===== config.mk =====
export PLATFORM = sky130hd
export DESIGN_NAME = rf_wb_scoreboard
export DESIGN_NICKNAME = d
export VERILOG_FILES = /design/src/rtl/rf_wb_scoreboard.sv
export SDC_FILE = /design/constraint.sdc
export NUM_CORES = 1
export LEC_CHECK = 0
export CAP_MARGIN = 40
export CORE_MARGIN = 10
export CORE_UTILIZATION = 45
export CTS_CLUSTER_DIAMETER = 60
export DETAILED_ROUTE_END_ITERATION = 10
export PLACE_DENSITY = 0.81
export SLEW_MARGIN = 5
export SYNTH_ARGS = -nofsm -noshare
export SYNTH_HDL_FRONTEND = slang
export SYNTH_SLANG_ARGS = --single-unit

===== constraint.sdc =====
create_clock -name clk_i -period 5.2 [get_ports clk_i]
set_input_delay 1.04 -clock clk_i [delete_from_list [all_inputs] [get_ports clk_i]]
set_output_delay 1.04 -clock clk_i [all_outputs]
set_load 0.05 [all_outputs]

===== src/rtl/rf_wb_scoreboard.sv =====
`default_nettype none
// ============================================================================
// Module   : rf_wb_scoreboard
// Purpose  : Write-port controller and hazard scoreboard for a 32x32 register
//            file. Two writeback requesters (A = ALU, B = load/memory) share
//            the single write port. Each architectural register has a busy bit
//            that stalls issue on RAW/WAW hazards until its write commits.
// Ports    : clk_i, rstn_i             - clock, synchronous active-low reset
//            iss_*_i / iss_stall_o     - issue request and combinational stall
//            a_*_i, a_ready_o          - requester A writeback handshake
//            b_*_i, b_ready_o          - requester B writeback handshake
//            rf_we_o/rf_rd_o/
//            rf_rd_data_o              - registered regfile write port
//            busy_o                    - registered scoreboard, bit 0 always 0
//            wb_err_o                  - sticky: writeback to a non-busy reg
// Revision : 1.0 - initial release
// ============================================================================
module rf_wb_scoreboard #(
    parameter int XLEN  = 32,
    parameter bit RR_EN = 1'b1
) (
    input  logic            clk_i,
    input  logic            rstn_i,
    input  logic            iss_valid_i,
    input  logic            iss_wb_i,
    input  logic [4:0]      iss_rd_i,
    input  logic [4:0]      iss_rs1_i,
    input  logic [4:0]      iss_rs2_i,
    output logic            iss_stall_o,
    input  logic            a_valid_i,
    output logic            a_ready_o,
    input  logic [4:0]      a_rd_i,
    input  logic [XLEN-1:0] a_data_i,
    input  logic            b_valid_i,
    output logic            b_ready_o,
    input  logic [4:0]      b_rd_i,
    input  logic [XLEN-1:0] b_data_i,
    output logic            rf_we_o,
    output logic [4:0]      rf_rd_o,
    output logic [XLEN-1:0] rf_rd_data_o,
    output logic [31:0]     busy_o,
    output logic            wb_err_o
);

    logic [31:0]     busy_q,    busy_d;
    logic            rf_we_q,   rf_we_d;
    logic [4:0]      rf_rd_q,   rf_rd_d;
    logic [XLEN-1:0] rf_data_q, rf_data_d;
    logic            wb_err_q,  wb_err_d;
    logic            rr_ptr_q,  rr_ptr_d;   // 0 = A next on contention, 1 = B

    logic            w_a_gnt;
    logic            w_b_gnt;
    logic            w_gnt;
    logic [4:0]      w_gnt_rd;
    logic [XLEN-1:0] w_gnt_data;
    logic            w_issue_set;

    // ------------------------------------------------------------------
    // Writeback arbitration; nothing is granted while reset is asserted.
    // ------------------------------------------------------------------
    always_comb begin
        w_a_gnt = 1'b0;
        w_b_gnt = 1'b0;
        if (rstn_i) begin
            if (a_valid_i && b_valid_i) begin
                if (RR_EN && !rr_ptr_q) begin
                    w_a_gnt = 1'b1;
                end else begin
                    w_b_gnt = 1'b1;
                end
            end else begin
                w_a_gnt = a_valid_i;
                w_b_gnt = b_valid_i;
            end
        end
    end

    assign a_ready_o  = w_a_gnt;
    assign b_ready_o  = w_b_gnt;
    assign w_gnt      = w_a_gnt | w_b_gnt;
    assign w_gnt_rd   = w_a_gnt ? a_rd_i   : b_rd_i;
    assign w_gnt_data = w_a_gnt ? a_data_i : b_data_i;

    // Only a contended grant moves the pointer to the loser.
    always_comb begin
        rr_ptr_d = rr_ptr_q;
        if (w_a_gnt && b_valid_i) begin
            rr_ptr_d = 1'b1;
        end else if (w_b_gnt && a_valid_i) begin
            rr_ptr_d = 1'b0;
        end
    end

    // ------------------------------------------------------------------
    // Issue hazard check. busy_q[0] is held at 0, so x0 never stalls.
    // ------------------------------------------------------------------
    assign iss_stall_o = rstn_i && iss_valid_i &&
                         (busy_q[iss_rs1_i] || busy_q[iss_rs2_i] ||
                          (iss_wb_i && busy_q[iss_rd_i]));

    assign w_issue_set = iss_valid_i && !iss_stall_o && iss_wb_i &&
                         (iss_rd_i != 5'd0);

    // ------------------------------------------------------------------
    // Next state for write port, scoreboard and error flag.
    // ------------------------------------------------------------------
    always_comb begin
        rf_we_d   = w_gnt && (w_gnt_rd != 5'd0);
        rf_rd_d   = w_gnt ? w_gnt_rd   : rf_rd_q;
        rf_data_d = w_gnt ? w_gnt_data : rf_data_q;

        wb_err_d  = wb_err_q ||
                    (w_gnt && (w_gnt_rd != 5'd0) && !busy_q[w_gnt_rd]);

        // Clear is applied before set so a same-register collision keeps
        // the register busy for the newer producer.
        busy_d = busy_q;
        if (rf_we_q) begin
            busy_d[rf_rd_q] = 1'b0;
        end
        if (w_issue_set) begin
            busy_d[iss_rd_i] = 1'b1;
        end
        busy_d[0] = 1'b0;
    end

    always_ff @(posedge clk_i) begin
        if (!rstn_i) begin
            busy_q    <= 32'd0;
            rf_we_q   <= 1'b0;
            rf_rd_q   <= 5'd0;
            rf_data_q <= '0;
            wb_err_q  <= 1'b0;
            rr_ptr_q  <= 1'b0;
        end else begin
            busy_q    <= busy_d;
            rf_we_q   <= rf_we_d;
            rf_rd_q   <= rf_rd_d;
            rf_data_q <= rf_data_d;
            wb_err_q  <= wb_err_d;
            rr_ptr_q  <= rr_ptr_d;
        end
    end

    assign rf_we_o      = rf_we_q;
    assign rf_rd_o      = rf_rd_q;
    assign rf_rd_data_o = rf_data_q;
    assign busy_o       = busy_q;
    assign wb_err_o     = wb_err_q;

endmodule
`default_nettype wire

==> reports/qor.yml <==
status: "completed"
drc: 0
antenna_cells: 0
clk_pin_slew_ns: 0.07
synth_top_area_cell: "dfxtp_1"
hold_viol_final: 0
slew_headroom: 0.607
cts_tree: "built"
layout_min_cycle_time_ns: 4.47
p_leak_nw: 2.26
fin_crit_sh: 0.859
syn-num-nets: 617
setup.worst_path.end_class: "output pin"
synth-async-reset-ratio: 0
max_cap_viol_count: 0
synth_top_area_frac: 0.315
skew_ns: 0.00466
p_per_area_nw_per_um2: 237
synth_cell_types: 61
avgRoutedWirePerCell_um: 21.2
hpwl_mm: 12.6
gp_congestion: 0.960
ys_seq_area_frac: 0.315
yosys_warnings: 0
critPathMaxFanout: 12
syn_inst: 522
rows: 36
core_area_um2: 9770
peakVddDrop_mv: 0.174
cts_root_buffer: "clkbuf_8"
clk_latency_ns: 0.35
setup-violations-final: 0
slew_violations: 0
grt-ovfl-total: 0
dp_cells: 784
worst_ep_required_time_ns: 4.16
arrival_ns: 3.43
area_growth_pct: 41.9
ctsHoldBuffers: 0
io_pins: 169
synthTopCellsByArea: "dfxtp_1 32%, mux4_2 9.5%, nand2_1 7.8%, a311oi_1 6.8%, o211ai_1 5.5%"
drive_gt1_frac: 0.114
track_usage: 0.225
viasPerCell: 6.10
die_x_um: 120
crit_type: "in2out"
grt_max_degree: 44
setup_slack_ns: 0.733
drt-total-wl_mm: 17.0
ys.flop_type: "dfxtp_1"
syn_avg_cell_area_um2: 8.64
synth_edf_count: 0
start_kind: "input pin"
routed-via-count: 4878
syn_area_um2: 4510
dieHeight_um: 120
ant_nets: 0
clock-sinks: 71
cts_buffer_depth: 2
post_cts_buffers: 0
nNetsFinal: 757
worst_slew_pin_slew_ns: 0.579
ys_ff_latch: 71
rsz0062_at_grt: "false"
port_buffers: 167
most-common-layout-cells: "165 x clkdlybuf4s50_1, 94 x nand2_1, 71 x dfxtp_1"
firstDrtPassIters: 5
grt_first_pass_wirelength_mm: 26.2
final_common_cell: "clkdlybuf4s50_1"
finalNonFillerCells: 800
drt-initial-drc-count: 454
pre_cts_ws_ns: 0.731
cts_max_level: 3
start_util: 0.461
whs_ns: 0.498
grt_antenna_before_repair: 0
setup_tns_ns: 0
ctsResizeCount: 0
dieArea_um2: 14400
cts_buffers: 9
grt_pass1_vias: 4800
min_path_type: "reg2reg"
max_freq_mhz: 224
-- flip-flops by register name, summed over array words and instances (netlist names) --
name and count:
busy_o 31, rf_rd_data_o 32, rf_rd_o 5, rf_we_o 1
rr_ptr_q 1, wb_err_o 1
-- critical path, cell delays in order --
cell and delay [ns]:
clkdlybuf4s50_1 0.76, mux4_2 0.56, o2bb2ai_1 0.13, a221oi_1 0.25, o211a_1 0.23, o211ai_1 0.08
and3_1 0.19, buf_4 0.18
-- synth_stat cells (all sizes together) (4+ instances only) --
cell type	instances
a211oi	11
nand3	6
mux4	19
nand3b	7
o21ai	36
and3	4
mux2i	25
nand2b	12
nor3	4
or3	6
nor2	56
inv	9
buf	21
o211ai	33
nand2	96
a22oi	6
mux2	4
a311oi	35
dfxtp	71
nor3b	5
clkbuf	22
-- path summary, 6_finish.rpt --
path | slack [ns] | end | startpoint | cells past startpoint
worst max-delay path | 0.73 | iss_stall_o | iss_rd_i[0] | 8
worst min-delay path | 0.50 | rf_rd_data_o[17]$_SDFFE_PN0P_ | rf_rd_data_o[17]$_SDFFE_PN0P_ | 2
worst max register to register | 2.69 | busy_o[18]$_SDFF_PN0_ | busy_o[21]$_SDFF_PN0_ | 7
worst min register to register | 0.50 | rf_rd_data_o[17]$_SDFFE_PN0P_ | rf_rd_data_o[17]$_SDFFE_PN0P_ | 2
-- layout make-up --
cell class,count,area [um^2]
clock inverters,2,60.1
multi-input cells,398,2800
clock buffers,14,183
repair buffers,173,1740
inverters,9,33.8
well taps,133,166
fillers,809,3380
flip-flops and latches,71,1420
-- power breakdown --
| part | internal (mW) | switching [mW] |
|---|---|---|
| logic | 0.167 | 0.236 |
| registers | 0.570 | 0.0207 |
| clock network | 0.323 | 0.201 |
| total | 1.06 | 0.458 |
-- kinds of logic after synthesis --
kind of cell / share of synthesized area
compound gates: 0.235
simple gates: 0.218
other cells: 0.000831
buf+inv: 0.0663
xor+xnor: 0.00194
mux: 0.163
flops: 0.315
-- per-stage QoR --
| stage | area (um^2) | util | power [mW] |
|---|---|---|---|
| after floorplan | 4510 | - | 0.843 |
| after global placement | 6140 | 0.628 | 0.994 |
| after detailed placement | 6160 | 0.630 | 1.00 |
| after CTS | 6400 | 0.655 | 1.52 |
| after global routing | 6400 | 0.655 | 1.57 |
| final | 6400 | 0.655 | 1.52 |
-- metal layers --
layer	vias to the layer above	share of wire	global-route usage
li1	2219	-	-
met1	2352	0.39	0.268
met2	257	0.49	0.366
met3	50	0.085	0.0586
met4	0	0.039	0.113
met5	-	0	0
Note: power is estimated with default switching activity, not from simulation.
